[config.mk]
export PLATFORM = sky130hd
export DESIGN_NAME = fetch_unit
export DESIGN_NICKNAME = d
export VERILOG_FILES = /design/src/rtl/fetch_unit.sv
export SDC_FILE = /design/constraint.sdc
export NUM_CORES = 1
export LEC_CHECK = 0
export BUFFER_PORTS_ARGS = -buffer_cell sky130_fd_sc_hd__buf_2
export CORE_MARGIN = 10
export CORE_UTILIZATION = 46
export CTS_CLUSTER_DIAMETER = 150
export DETAILED_ROUTE_END_ITERATION = 12
export GPL_TIMING_DRIVEN = 0
export PLACE_DENSITY = 0.79
export RECOVER_POWER = 100
export SYNTH_ARGS = -nofsm -noshare
export SYNTH_HDL_FRONTEND = slang
export SYNTH_SLANG_ARGS = --single-unit
[constraint.sdc]
create_clock -name clk -period 2.08 [get_ports clk]
set_input_delay 0.104 -clock clk [delete_from_list [all_inputs] [get_ports clk]]
set_output_delay 0.104 -clock clk [all_outputs]
set_load 0.02 [all_outputs]
[src/rtl/fetch_unit.sv]
// IF-stage fetch sequencer: drives the fetch PC to the predictor, runs the imem req/gnt/rvalid handshake
// with at most one request outstanding, and fills the IF/ID register. Optional perf counters: FETCH_PERF_CNT_EN.
module fetch_unit #(
    parameter logic [31:0] RESET_PC = 32'h0000_0000
) (
    input  logic        clk,
    input  logic        reset_n,
    output logic [31:0] pcF,
    input  logic [31:0] next_pc_predF,
    input  logic        pred_takenF,
    output logic        imem_req,
    output logic [31:0] imem_addr,
    input  logic        imem_gnt,
    input  logic        imem_rvalid,
    input  logic [31:0] imem_rdata,
    input  logic        stallD,
    input  logic        redirectE,
    input  logic [31:0] redirect_pcE,
    output logic        validD,
    output logic [31:0] instrD,
    output logic [31:0] pcD,
    output logic        pred_takenD,
    output logic [31:0] pred_nextD,
    output logic [31:0] fetch_countO,
    output logic [31:0] redirect_countO
);
    localparam logic [31:0] NOP = 32'h0000_0013;

    // Handshake: a request is accepted on a cycle with imem_req & imem_gnt; exactly one
    // imem_rvalid follows at least one cycle later. IF/ID accepts when !validD | !stallD.
    typedef enum logic [1:0] {S_REQ, S_WAIT, S_HOLD, S_DRAIN} state_t;

    state_t      state_q, state_d;
    logic [31:0] pc_q, pc_d;
    logic [31:0] fl_pc_q, fl_pc_d;
    logic [31:0] fl_next_q, fl_next_d;
    logic        fl_taken_q, fl_taken_d;
    logic        skid_valid_q, skid_valid_d;
    logic [31:0] skid_instr_q, skid_instr_d;
    logic        valid_q, valid_d;
    logic [31:0] instr_q, instr_d;
    logic [31:0] pcd_q, pcd_d;
    logic        ptaken_q, ptaken_d;
    logic [31:0] pnext_q, pnext_d;
    logic        load;
    logic [31:0] load_instr;

    always_comb begin
        state_d      = state_q;
        pc_d         = pc_q;
        fl_pc_d      = fl_pc_q;
        fl_next_d    = fl_next_q;
        fl_taken_d   = fl_taken_q;
        skid_valid_d = skid_valid_q;
        skid_instr_d = skid_instr_q;
        valid_d      = valid_q;
        instr_d      = instr_q;
        pcd_d        = pcd_q;
        ptaken_d     = ptaken_q;
        pnext_d      = pnext_q;
        load         = 1'b0;
        load_instr   = imem_rdata;

        case (state_q)
            S_REQ: begin
                if (imem_gnt && !redirectE) begin
                    fl_pc_d    = pc_q;
                    fl_next_d  = next_pc_predF;
                    fl_taken_d = pred_takenF;
                    pc_d       = next_pc_predF;
                    state_d    = S_WAIT;
                end else if (imem_gnt) begin
                    state_d = S_DRAIN;
                end
            end
            S_WAIT: begin
                if (imem_rvalid) begin
                    if (redirectE) begin
                        state_d = S_REQ;
                    end else if (!valid_q || !stallD) begin
                        load    = 1'b1;
                        state_d = S_REQ;
                    end else begin
                        skid_valid_d = 1'b1;
                        skid_instr_d = imem_rdata;
                        state_d      = S_HOLD;
                    end
                end else if (redirectE) begin
                    state_d = S_DRAIN;
                end
            end
            S_HOLD: begin
                if (redirectE) begin
                    state_d = S_REQ;
                end else if (!stallD) begin
                    load         = 1'b1;
                    load_instr   = skid_instr_q;
                    skid_valid_d = 1'b0;
                    state_d      = S_REQ;
                end
            end
            S_DRAIN: begin
                // The stale response ends the drain even if another redirect lands on it;
                // no further response is outstanding, so waiting longer would deadlock.
                if (imem_rvalid) state_d = S_REQ;
            end
            default: state_d = S_REQ;
        endcase

        if (redirectE) begin
            pc_d         = {redirect_pcE[31:2], 2'b00};
            skid_valid_d = 1'b0;
            valid_d      = 1'b0;
        end else if (load) begin
            valid_d  = 1'b1;
            instr_d  = load_instr;
            pcd_d    = fl_pc_q;
            ptaken_d = fl_taken_q;
            pnext_d  = fl_next_q;
        end else if (valid_q && !stallD) begin
            valid_d = 1'b0;
        end
    end

    always_ff @(posedge clk or negedge reset_n) begin
        if (!reset_n) begin
            state_q      <= S_REQ;
            pc_q         <= RESET_PC;
            fl_pc_q      <= '0;
            fl_next_q    <= '0;
            fl_taken_q   <= 1'b0;
            skid_valid_q <= 1'b0;
            skid_instr_q <= '0;
            valid_q      <= 1'b0;
            instr_q      <= NOP;
            pcd_q        <= '0;
            ptaken_q     <= 1'b0;
            pnext_q      <= '0;
        end else begin
            state_q      <= state_d;
            pc_q         <= pc_d;
            fl_pc_q      <= fl_pc_d;
            fl_next_q    <= fl_next_d;
            fl_taken_q   <= fl_taken_d;
            skid_valid_q <= skid_valid_d;
            skid_instr_q <= skid_instr_d;
            valid_q      <= valid_d;
            instr_q      <= instr_d;
            pcd_q        <= pcd_d;
            ptaken_q     <= ptaken_d;
            pnext_q      <= pnext_d;
        end
    end

    assign pcF         = pc_q;
    assign imem_addr   = pc_q;
    assign imem_req    = reset_n && (state_q == S_REQ);
    assign validD      = valid_q;
    assign instrD      = instr_q;
    assign pcD         = pcd_q;
    assign pred_takenD = ptaken_q;
    assign pred_nextD  = pnext_q;

`ifdef FETCH_PERF_CNT_EN
    logic [31:0] fetch_cnt_q, fetch_cnt_d;
    logic [31:0] redir_cnt_q, redir_cnt_d;

    always_comb begin
        fetch_cnt_d = fetch_cnt_q + {31'd0, load};
        redir_cnt_d = redir_cnt_q + {31'd0, redirectE};
    end

    always_ff @(posedge clk or negedge reset_n) begin
        if (!reset_n) begin
            fetch_cnt_q <= '0;
            redir_cnt_q <= '0;
        end else begin
            fetch_cnt_q <= fetch_cnt_d;
            redir_cnt_q <= redir_cnt_d;
        end
    end

    assign fetch_countO    = fetch_cnt_q;
    assign redirect_countO = redir_cnt_q;
`else
    assign fetch_countO    = 32'h0;
    assign redirect_countO = 32'h0;
`endif

endmodule

**Word level (Yosys, flattened, before mapping)**

Cells that the tools add are included.

- Register bits: 229
- Bits of input ports: 103
- Output and inout bits: 227
- Logic and storage cells: 60

- Equality and inequality tests: 7
- Mux-type cells: 24
- Bitwise logic cells: 2
- Reduce and logical (&&, ||, !) cells: 16

Operator list:

| kind | count |
|---|---|
| two-way mux 32 bit | 5 |
| two-way mux 2 bit | 9 |
| inequality test 3 bit (second input constant) | 3 |
| two-way mux 1 bit | 8 |
| one-hot mux 2 bit (4 select lines) | 1 |
| AND reduction 4 bit | 2 |
| AND reduction 2 bit | 3 |
| == test 2 bit (second input constant) | 2 |
| nonzero test 2 bit | 2 |
| logical AND 1 bit | 3 |
| zero test 1 bit | 3 |
| nonzero test 3 bit | 1 |
| == test 2 x 1 -> 1 bit (second input constant) | 1 |
| zero test 2 bit | 1 |
| inequality test 2 bit (second input constant) | 1 |
| NOT 1 bit | 2 |
| one-hot mux 1 bit (2 select lines) | 1 |
| logical OR 1 bit | 1 |

**Logic depth before layout (Yosys ltp)**

- Depth after elaboration: 8
- Gate-level depth with buffers: 9
- Mapped depth without buffers: 6

**Worst setup path after synthesis**

Ideal clock, no wire load.

- Path type: register to register
- From: reg state_q[0]
- To: reg pcd_q[0] (netlist: pcD[0])
- Library setup time: 127 ps
- Arrival: 1912 ps
- Path slack: 40 ps
- Cell stages (with the launch flop): 9
- Path through: dfrtp_1 -> inv_1 -> ha_1 -> nand2b_1 -> buf_2 -> a2111oi_4 -> buf_4 -> buf_6 -> mux2_1

- Cells in the longest elaborated chain, start to end: 3
- Elaborated cells on any way between the ends: 4

RTL lines:

| what | line | text |
|---|---|---|
| start: declaration | 33 | `state_t state_q, state_d;` |
| start signal: assignment | 140 | `state_q <= state_d;` |
| == test 2 bit or == test 2 x 1 -> 1 bit (tied branches) | - |  |
| one-hot mux 1 bit (2 select lines) (*) | 64 | `case (state_q)` |
| AND reduction 2 bit (no source line) (*) | - |  |
| end signal: assignment | 149 | `pcd_q <= pcd_d;` |
| end: declaration | 42 | `logic [31:0] pcd_q, pcd_d;` |

Mark *: on every way between the ends. The rest lies on a longest branch, timed or not.
A chain may end at the register's enable or synchronous reset.

**Final worst setup path**

- From: reg state_q[0]
- To: reg pnext_q[25] (netlist: pred_nextD[25])

- Cells in the longest elaborated chain, start to end: 3
- Elaborated cells on any way between the ends: 4

RTL lines:

| what | line | text |
|---|---|---|
| == test 2 bit or == test 2 x 1 -> 1 bit (tied branches) | - |  |
| one-hot mux 1 bit (2 select lines) (*) | 64 |  |
| AND reduction 2 bit (no source line) (*) | - |  |
| end signal: assignment | 151 | `pnext_q <= pnext_d;` |
| end: declaration | 44 | `logic [31:0] pnext_q, pnext_d;` |

Marks and branches as above.

==> impl_metrics.py <==
metrics = {
    "placed_design": {
        "place_inst": 1353,
        "post_dp_cell_area_um2": 11900,
        "detailedPlace.worstSlack_ps": -358,
        "port_buffers": 263,
        "dp_hpwl_um": 19800,
        "gp_congestion": 0.785,
    },
    "clock_network": {
        "clock_path_buffers": 3,
        "cts_tree": "built",
        "cts.sinks": 229,
        "path_clk_slew_ps": 60,
        "cts_inserted_buffers": 25,
        "root_buffer": "clkbuf_16",
        "cts_max_level": 1,
        "clock_latency_ps": 520,
    },
    "timing": {
        "worstMarginPinSlew_ps": 1120,
        "setup_violations": 87,
        "fin_crit_sh": 1.03,
        "hold_slack_ps": 54.2,
        "finalWorstSetupSlack_ps": -64.9,
        "finalHoldViolCount": 0,
        "period_needed_ps": 2140,
        "setup-tns-final_ps": -2170,
        "slew_violations": 0,
        "fmax_mhz": 466,
        "rsz0062_at_grt": "true",
        "final.setup_skew_ps": 16.9,
        "relSlewSlack": 0.253,
    },
    "grt": {
        "grt_pass1_vias": 8120,
        "grt_max_degree": 125,
        "grt_usage": 0.199,
        "grt_pass1_wl_um": 45300,
        "overflow": 0,
        "antenna_found_initial": 4,
    },
    "setup_path": {
        "critPathRequiredTime_ps": 2470,
        "critPathMostFrequentCell": "inv_2",
        "critPathSlowestCell": "a2111oi_4",
        "reg2reg_slack_ps": -60,
        "max_stage_delay_ps": 390,
        "reg2reg_to": "pred_nextD[25]$_DFFE_PN0P_",
        "r2r_cells": 8,
        "crit_path_start_kind": "flip-flop",
        "cp_cell_sequence": "inv_2 > ha_1 > inv_2 > a2111oi_4 > buf_6 > buf_12 > clkbuf_16 > mux2_4",
        "worstReg2RegStart": "state_q[0]$_DFFE_PN0P_",
        "path_max_fanout": 7,
        "path_class": "flip-flop to flip-flop",
        "crit_arrival_ps": 2540,
        "cp-end-kind": "flip-flop",
    },
    "worst_hold_path": {
        "min_path_type": "input port to flip-flop",
        "min_path_cells": 5,
        "hold_path_end": "validD$_DFFE_PN0P_",
        "hold_start": "imem_rvalid",
    },
    "final_layout": {
        "fin_util": 0.668,
        "stdcell_area_um2": 14100,
        "fillerInstances": 1597,
        "drive_gt1_frac": 0.374,
        "syn_to_final_growth_pct": 42.3,
        "fin_cells": 1522,
        "nets": 1332,
    },
    "die": {
        "start_util": 0.470,
        "die_x_um": 167,
        "rows": 53,
        "pin_count": 330,
        "die-area_um2": 27900,
        "core_um2": 21200,
        "die_h_um": 167,
    },
    "yosys": {
        "netlist_instances": 751,
        "synth_mux_area_frac": 0.248,
        "synth_top_family_by_area": "multiplexers",
        "avgSynthCellArea_um2": 13.2,
        "ys_seq_area_frac": 0.577,
        "synth-xor-area-share": 0,
        "yosys.area.top_type": "dfrtp_1",
        "syn-cell-area_um2": 9940,
        "synthAdderAreaFrac": 0.00630,
        "yosysWarnings": 0,
        "synth_area_leaders": "dfrtp_1 (57%), mux2_2 (14%), buf_4 (7.8%), mux2i_1 (6.3%), mux2_1 (4.9%)",
        "ys_types": 25,
        "synth-simple-area-share": 0.0320,
        "synth_top_cell_area_share": 0.569,
        "ys_ff_latch": 229,
        "synth_compound_area_frac": 0.0385,
    },
    "power": {
        "switchingPower_mw": 6.90,
        "leakage_nw": 7.06,
        "fin_total_pwr_mw": 19.5,
        "power_frac_seq": 0.382,
        "clkPwrFrac": 0.236,
        "p_per_area_nw_per_um2": 1380,
        "sw_frac_of_total": 0.354,
        "p_int_mw": 12.6,
        "p_comb_frac": 0.382,
        "max-vdd-ir-drop_uv": 997,
    },
    "route": {
        "vias_per_cell": 4.82,
        "drc": 0,
        "ant_nets": 0,
        "finalWirelength_um": 29400,
        "wire_per_inst_um": 19.3,
        "first_iter_violations": 389,
        "first_pass_iters": 5,
        "num_vias": 7341,
    },
    "outcome": {
        "status": "finished with violations",
        "violations": "negative setup slack",
    },
    "flow_run": {
        "max-cap-violations": 0,
    },
}
-- power by group through the flow --
stage	clock network (mW)	logic [mW]	registers, mW
after floorplan	0	3.21	8.45
after global placement	0	6.47	7.29
after detailed placement	0	6.67	7.41
after CTS	4.69	7.55	7.39
after global routing	4.88	7.99	7.68
final	4.61	7.44	7.45
-- placed cells by master (no fill, tap or decap), types with 7 or more instances in the layout --
cell type      count
buf_2            109
dlygate4sd3_1     99
conb_1            64
o21ai_0           31
dfrtp_1          225
nor2_1            35
mux2_4            39
nand2_1           33
clkbuf_1         170
buf_6              7
clkbuf_8           7
a21oi_1           37
buf_4            111
buf_12             7
mux2i_1           63
clkbuf_16         29
mux2_2           118
-- sequential cells by signal, indices dropped and copies added, names as in the netlist --
name          flops
fl_next_q        32
fl_pc_q          32
imem_addr        32
instrD           32
pcD              32
pred_nextD       32
skid_instr_q     32
state_q           2
fl_taken_q        1
pred_takenD       1
validD            1
-- cell type report --
class                   count  area [um2]  area share
flip-flops and latches    229        5740       0.406
clock buffers              34         729      0.0516
clock inverters            12         145      0.0103
well taps                 275         344      0.0243
diodes                      4        10.0    0.000708
plain buffers             132        1060      0.0749
repair buffers            385        2430       0.172
inverters                   6        22.5     0.00159
multi-input cells         445        3660       0.259
-- worst max-delay path by stage --
stage               cells after the start                    endpoint              startpoint
floorplan                               8          pcD[0]$_DFFE_PN0P_  state_q[0]$_DFFE_PN0P_
global placement                        1    fl_next_q[8]$_DFFE_PN0P_                 reset_n
detailed placement                      8          pcD[5]$_DFFE_PN0P_  state_q[0]$_DFFE_PN0P_
CTS                                     7   fl_next_q[25]$_DFFE_PN0P_  state_q[1]$_DFFE_PN0P_
global route                            7   fl_next_q[17]$_DFFE_PN0P_  state_q[0]$_DFFE_PN0P_
finish                                  8  pred_nextD[25]$_DFFE_PN0P_  state_q[0]$_DFFE_PN0P_
-- routing by layer --
| metal | global-route usage | share of wire | wire (um) | up-vias |
|---|---|---|---|---|
| met5 | 0 | 0 | 0 | - |
| met1 | 0.230 | 0.39 | 11500 | 3679 |
| met2 | 0.349 | 0.52 | 15200 | 256 |
| met3 | 0.0631 | 0.077 | 2260 | 40 |
| li1 | - | - | - | 3366 |
| met4 | 0.0466 | 0.016 | 467 | 0 |
-- synth_stat cells (all sizes together) --
library cell / instances
mux2: 163
buf: 124
nand2b: 3
nand2: 35
nand3b: 1
mux2i: 63
a221oi: 1
and2: 2
ha: 5
dfstp: 3
inv: 6
nor2: 35
conb: 1
a2111oi: 1
o21ai: 31
dfrtp: 226
or2: 1
a21oi: 37
nand3: 2
clkbuf: 10
a31oi: 1
-- worst max-delay path: cells and delay by family, from the launching register on --
kind / cells / cell delay (ps)
buffers and inverters: 5 / 650
adders and majority gates: 1 / 300
AOI/OAI and AO/OA: 1 / 390
muxes: 1 / 290
DFF: 1 / 380
-- cells by family (layout without fill, tap and decap cells) --
group                    after synthesis  count (layout)
AO/OA/AOI/OAI                         71              71
adder cells (fa/ha/maj)                5               5
buffers and inverters                140             569
flip-flops                           229             229
multiplexers                         226             226
other                                  1              68
AND/OR/NAND/NOR                       79              79
-- repair_timing --
action | in CTS | in global routing
hold buffers | 99 | 0
resized for setup | 77 | 16
endpoints found under the setup margin | 191 | 157
hold endpoints to repair | 231 | 0
pin swaps | 1 | 2
cloned | 2 | 4
buffers inserted | 12 | 4
Power figures use the tool's default switching activity.
